**src/rtl/csr_exc_sequencer.sv**
```systemverilog
// -----------------------------------------------------------------------------
// csr_exc_sequencer
//
// Purpose:
//   Trap commit sequencer at the MEM stage of the dual-issue pipe (slot A is
//   older than slot B). Each cycle it picks at most one trap event in priority
//   order: interrupt, slot A exception, slot B exception, ERTN. It then issues
//   the one-cycle CSR write and flush commands. After any flush it ignores all
//   inputs for DRAIN_CYC unstalled cycles while the front end refills.
//
// Handshake:
//   There is no valid/ready pair. An event is accepted on a rising clk edge
//   when the FSM is IDLE, stall=0, and the decoded event is non-null. Command
//   pulses are high for exactly the one cycle after that edge. Data outputs
//   keep their values until the next accepted event.
//
// Ports:
//   clk, rstn                  clock, synchronous active-low reset
//   stall                      freezes the FSM, the drain counter and input sampling
//   a_valid/b_valid            slot A/B holds a live instruction
//   a_pc/b_pc                  slot A/B PC
//   ecode_a/b, ecode_we_a/b    per-slot exception code and raise flag
//   badv_a/b, badv_we_a/b      per-slot bad virtual address and its valid flag
//   ertn_b                     ERTN in slot B
//   int_pending, crmd_ie       masked interrupt pending, global interrupt enable
//   eentry, era_cur            trap entry vector, current ERA (return target)
//   ecode_out/ecode_we         committed ecode and its write pulse
//   badv_out/badv_we           committed bad address and its write pulse
//   era_out/era_we             trapping PC and its write pulse
//   store_state/restore_state  CRMD->PRMD save pulse / PRMD->CRMD restore pulse
//   flush/flush_pc             pipe flush pulse and redirect target
//   busy                       high whenever the FSM is not IDLE (state debug view)
// -----------------------------------------------------------------------------
module csr_exc_sequencer #(
    parameter int unsigned DRAIN_CYC = 3,
    parameter logic [6:0]  INT_ECODE = 7'h00
) (
    input  logic        clk,
    input  logic        rstn,
    input  logic        stall,
    input  logic        a_valid,
    input  logic        b_valid,
    input  logic [31:0] a_pc,
    input  logic [31:0] b_pc,
    input  logic [6:0]  ecode_a,
    input  logic [6:0]  ecode_b,
    input  logic        ecode_we_a,
    input  logic        ecode_we_b,
    input  logic [31:0] badv_a,
    input  logic [31:0] badv_b,
    input  logic        badv_we_a,
    input  logic        badv_we_b,
    input  logic        ertn_b,
    input  logic        int_pending,
    input  logic        crmd_ie,
    input  logic [31:0] eentry,
    input  logic [31:0] era_cur,
    output logic [6:0]  ecode_out,
    output logic        ecode_we,
    output logic [31:0] badv_out,
    output logic        badv_we,
    output logic [31:0] era_out,
    output logic        era_we,
    output logic        store_state,
    output logic        restore_state,
    output logic        flush,
    output logic [31:0] flush_pc,
    output logic        busy
);

    typedef enum logic {S_IDLE = 1'b0, S_DRAIN = 1'b1} state_t;

    localparam logic [3:0] CNT_INIT = 4'(DRAIN_CYC - 1);

    state_t      r_state;
    logic [3:0]  r_cnt;
    logic [6:0]  r_ecode_out;
    logic        r_ecode_we;
    logic [31:0] r_badv_out;
    logic        r_badv_we;
    logic [31:0] r_era_out;
    logic        r_era_we;
    logic        r_store_state;
    logic        r_restore_state;
    logic        r_flush;
    logic [31:0] r_flush_pc;
    logic        r_busy;

    // Event decode. A raise flag counts only when its slot is valid.
    // ERTN loses to an exception raised in the same slot.
    logic w_int, w_exc_a, w_exc_b, w_ertn, w_evt;
    assign w_int   = int_pending & crmd_ie & (a_valid | b_valid);
    assign w_exc_a = a_valid & ecode_we_a;
    assign w_exc_b = b_valid & ecode_we_b;
    assign w_ertn  = b_valid & ertn_b & ~ecode_we_b;
    assign w_evt   = w_int | w_exc_a | w_exc_b | w_ertn;

    always_ff @(posedge clk) begin
        if (!rstn) begin
            r_state         <= S_IDLE;
            r_cnt           <= 4'd0;
            r_ecode_out     <= 7'd0;
            r_ecode_we      <= 1'b0;
            r_badv_out      <= 32'd0;
            r_badv_we       <= 1'b0;
            r_era_out       <= 32'd0;
            r_era_we        <= 1'b0;
            r_store_state   <= 1'b0;
            r_restore_state <= 1'b0;
            r_flush         <= 1'b0;
            r_flush_pc      <= 32'd0;
            r_busy          <= 1'b0;
        end else begin
            // Pulses drop every cycle, stalled or not, unless re-armed below.
            r_ecode_we      <= 1'b0;
            r_badv_we       <= 1'b0;
            r_era_we        <= 1'b0;
            r_store_state   <= 1'b0;
            r_restore_state <= 1'b0;
            r_flush         <= 1'b0;
            case (r_state)
                S_IDLE: begin
                    if (!stall && w_evt) begin
                        r_state <= S_DRAIN;
                        r_cnt   <= CNT_INIT;
                        r_busy  <= 1'b1;
                        r_flush <= 1'b1;
                        if (w_ertn && !w_int && !w_exc_a && !w_exc_b) begin
                            r_restore_state <= 1'b1;
                            r_flush_pc      <= era_cur;
                        end else begin
                            r_ecode_we    <= 1'b1;
                            r_era_we      <= 1'b1;
                            r_store_state <= 1'b1;
                            r_flush_pc    <= eentry;
                            if (w_int) begin
                                // The interrupt is attributed to the oldest live slot.
                                r_ecode_out <= INT_ECODE;
                                r_era_out   <= a_valid ? a_pc : b_pc;
                            end else if (w_exc_a) begin
                                // Slot B is younger and is squashed.
                                r_ecode_out <= ecode_a;
                                r_era_out   <= a_pc;
                                r_badv_out  <= badv_a;
                                r_badv_we   <= badv_we_a;
                            end else begin
                                r_ecode_out <= ecode_b;
                                r_era_out   <= b_pc;
                                r_badv_out  <= badv_b;
                                r_badv_we   <= badv_we_b;
                            end
                        end
                    end
                end
                S_DRAIN: begin
                    if (!stall) begin
                        if (r_cnt == 4'd0) begin
                            r_state <= S_IDLE;
                            r_busy  <= 1'b0;
                        end else begin
                            r_cnt <= r_cnt - 4'd1;
                        end
                    end
                end
                default: begin
                    r_state <= S_IDLE;
                    r_busy  <= 1'b0;
                end
            endcase
        end
    end

    assign ecode_out     = r_ecode_out;
    assign ecode_we      = r_ecode_we;
    assign badv_out      = r_badv_out;
    assign badv_we       = r_badv_we;
    assign era_out       = r_era_out;
    assign era_we        = r_era_we;
    assign store_state   = r_store_state;
    assign restore_state = r_restore_state;
    assign flush         = r_flush;
    assign flush_pc      = r_flush_pc;
    assign busy          = r_busy;

endmodule

```
**config.mk**
```make
export PLATFORM = sky130hd
export DESIGN_NAME = csr_exc_sequencer
export DESIGN_NICKNAME = d
export VERILOG_FILES = /design/src/rtl/csr_exc_sequencer.sv
export SDC_FILE = /design/constraint.sdc
export NUM_CORES = 1
export LEC_CHECK = 0
export ABC_CLOCK_PERIOD_IN_PS = 1600
export CORE_UTILIZATION = 33
export DETAILED_ROUTE_END_ITERATION = 12
export PLACE_DENSITY = 0.77
export SLEW_MARGIN = 15
export SYNTH_ARGS = -nofsm -noshare
export SYNTH_HDL_FRONTEND = slang
export SYNTH_SLANG_ARGS = --single-unit
```
**constraint.sdc**
```tcl
create_clock -name clk -period 1.6 [get_ports clk]
set_input_delay 0.32 -clock clk [delete_from_list [all_inputs] [get_ports clk]]
set_output_delay 0.32 -clock clk [all_outputs]
set_load 0.02 [all_outputs]
```
==> impl_metrics.tcl, run 1 <==
set metrics [dict create \
    status "finished clean" \
    required_ps 1930 \
    root_buffer "clkbuf_16" \
    ys_ff_latch 113 \
    yosysWarnings 0 \
    grt_max_degree 49 \
    drt_pre_antenna_iters 4 \
    timing.hold.ws_ps 223.7 \
    power_density_nw_per_um2 952.4 \
    crit_arrival_ps 1910 \
    finalMaxSlewViolations 0 \
    synth_cells 600 \
    rr_endpoint "era_out[30]" \
    final_hold_viol_count 0 \
    avgSynthCellArea_sq_um 8.608 \
    startpoint_type "flip-flop" \
    synthTopCellsByCount "113 x dfxtp_1, 100 x nand2_1, 70 x o21ai_0" \
    synth_flop_cell "dfxtp_1" \
    clk_latency_ps 410 \
    period_share 0.9858 \
    seqCellArea_sq_um 2265 \
    post-dp-hpwl_um 14020 \
    crit_fanout 8 \
    synth-edff-count 0 \
    dp.cells 1129 \
    clk_pin_slew_ps 50 \
    start_util 0.3385 \
    power_uw 9297 \
    drtIter0Drc 240 \
    ant_nets 0 \
    hold_depth 2 \
    die_area_sq_um 16160 \
    htreeDepth 4 \
    routed_wl_um 20620 \
    grt_pass1_wl_um 30750 \
    drcViolationCount 0 \
    worstSetupEndpointType "flip-flop" \
    holdPathEnd "r_cnt[1]" \
    crit_path_start "r_state" \
    multi_input_comb_area_sq_um 2634 \
    max_slew_margin 0.7062 \
    synth_async_sr_flop_share 0 \
    drv_cap 0 \
    syn_area_sq_um 5165 \
    grt_overflow 0 \
    n_fill_cell 1319 \
    final_cells 1185 \
    wl_met2_um 10220 \
    synth_area_leaders "dfxtp_1 44%, a311oi_2 8.1%, mux2i_1 7.8%" \
    via_per_inst 5.042 \
    fin_crit_ps 1577 \
    drive_gt1_frac 0.1501 \
    grt_pass1_vias 5877 \
    setup_viol 0 \
    rows 45 \
    gr-usage-all-layers 0.2469 \
    top_layer_used "met5" \
    synth_top_area_cell "dfxtp_1" \
    clock-sinks 113 \
    tightest_slew_ps 440.6 \
    rsz0062_at_grt "true" \
    area_growth_pct 89.00 \
    io_pins 328 \
    die_y_um 127.1 \
    dieWidth_um 127.1 \
    fin_skew_ps 8.176 \
    criticalPathCategory "flip-flop to flip-flop" \
    cts_tree "yes" \
    reg2reg_depth 6 \
    min_from "rstn" \
    num_vias 5975 \
    wl_per_cell_um 17.40 \
    r2r-start "r_state" \
    hold_class "primary input to flip-flop" \
    numCtsBuffers 17 \
    portBuffers 327 \
    synth_top_area_frac 0.4380 \
    synth_nets 819 \
    synth_cell_type_count 40 \
    wl_met1_um 7896 \
    core_area_sq_um 15260 \
    clock_path_buffers 2 \
    fin_tns_setup_ps 0 \
    antenna_found_initial 2 \
    p_leak_uw 0.004321 \
    met3RoutedLength_um 1843 \
    max_freq_ghz 0.6340 \
    yosysMostFrequentCell "dfxtp_1" \
    ir_drop_uv 668.8 \
    ys_seq_area_frac 0.4380 \
    fin_nets 1179 \
    place_congestion 0.7959 \
    r2r_setup_slack_ps 20 \
]
## what timing repair did
action	in CTS	in global routing
endpoints found under the setup margin	218	74
hold buffers	0	0
setup buffers	7	7
pin swaps	2	8
gates cloned	4	6
gates resized for setup	123	19
## cells by family (layout without fill, tap and decap cells)
logic type                 after synthesis  in the layout  synth area share
adders and majority gates                1              1          0.002422
buffers and inverters                   63            436           0.05790
muxes                                   40             40           0.07752
AOI/OAI and AO/OA                      187            187            0.2616
DFF                                    113            113            0.4380
and+or+nand+nor                        196            196            0.1625
other                                    0              1                 0
## metal layers
metal | vias up | GRT usage
met2 | 268 | 0.4237
met4 | 4 | 0.1162
met1 | 2771 | 0.2708
li1 | 2893 | -
met3 | 39 | 0.09087
met5 | - | 0
## how the worst max path moves through the flow
stage / endpoint / cells past startpoint
2_1_floorplan: flush_pc[11] / 6
3_3_place_gp: r_cnt[3] / 6
3_5_place_dp: flush_pc[25] / 6
4_1_cts: badv_out[2] / 8
5_1_grt: era_out[30] / 6
6_report: era_out[30] / 6
## sequential cells by signal, summed over array words and instances (netlist names)
name,cells
r_cnt,4
flush,1
era_out,32
badv_out,32
flush_pc,32
busy,1
badv_we,1
restore_state,1
r_state,1
ecode_out,7
store_state,1
## where the power goes
part | switching [uW] | internal [uW]
combinational | 1110 | 1220
clock | 1380 | 2410
sequential | 115 | 3060
## critical path, stage by stage (launching register included)
cell and delay, ps:
dfxtp_2 330, or3b_4 410, o22ai_4 200, buf_12 150, clkbuf_16 140, o21ai_0 90
a21oi_1 170
## through the flow
step / instance area, sq um / setup WS (ps) / utilization
after floorplan: 5219 / -31.40 / -
after global placement: 8902 / -613.1 / 0.5834
after global routing: 9759 / -31.81 / 0.6396
after CTS: 9528 / 0.2462 / 0.6244
final: 9762 / 22.64 / 0.6398
after detailed placement: 8902 / -657.9 / 0.5834
## cell type report
cell class              instances  area share
diodes                          1   0.0002563
clock buffers                  20     0.04781
clock inverters                12     0.01359
inverters                       6    0.002307
multi-input cells             424      0.2698
flip-flops and latches        113      0.2320
well taps                     211     0.02704
repair buffers                398      0.4072
## placed cells by master, fill, tap and decap left out, types with 3 or more instances in the layout
cell type / n
nand3_1: 42
o21ai_1: 6
dlygate4sd2_1: 113
dfxtp_1: 111
nand2_1: 98
buf_4: 46
clkdlybuf4s50_1: 209
a311oi_1: 4
a311oi_2: 28
buf_6: 4
o21ai_0: 65
a31oi_1: 32
mux2i_1: 40
clkbuf_16: 23
nor2_1: 40
clkbuf_8: 3
clkinvlp_4: 6
buf_12: 12
a21oi_1: 39
inv_1: 5
(Power assumes the default switching activity.)
==> inputs of run 2 (changes only) <==
--- a/config.mk
+++ b/config.mk
@@ -6,6 +6,7 @@
 export NUM_CORES = 1
 export LEC_CHECK = 0
 export ABC_CLOCK_PERIOD_IN_PS = 1600
+export CAP_MARGIN = 20
 export CORE_UTILIZATION = 33
 export DETAILED_ROUTE_END_ITERATION = 12
 export PLACE_DENSITY = 0.77
==> results of run 2 <==
No change in the layout: final DEF, timing and power equal those of run 1.
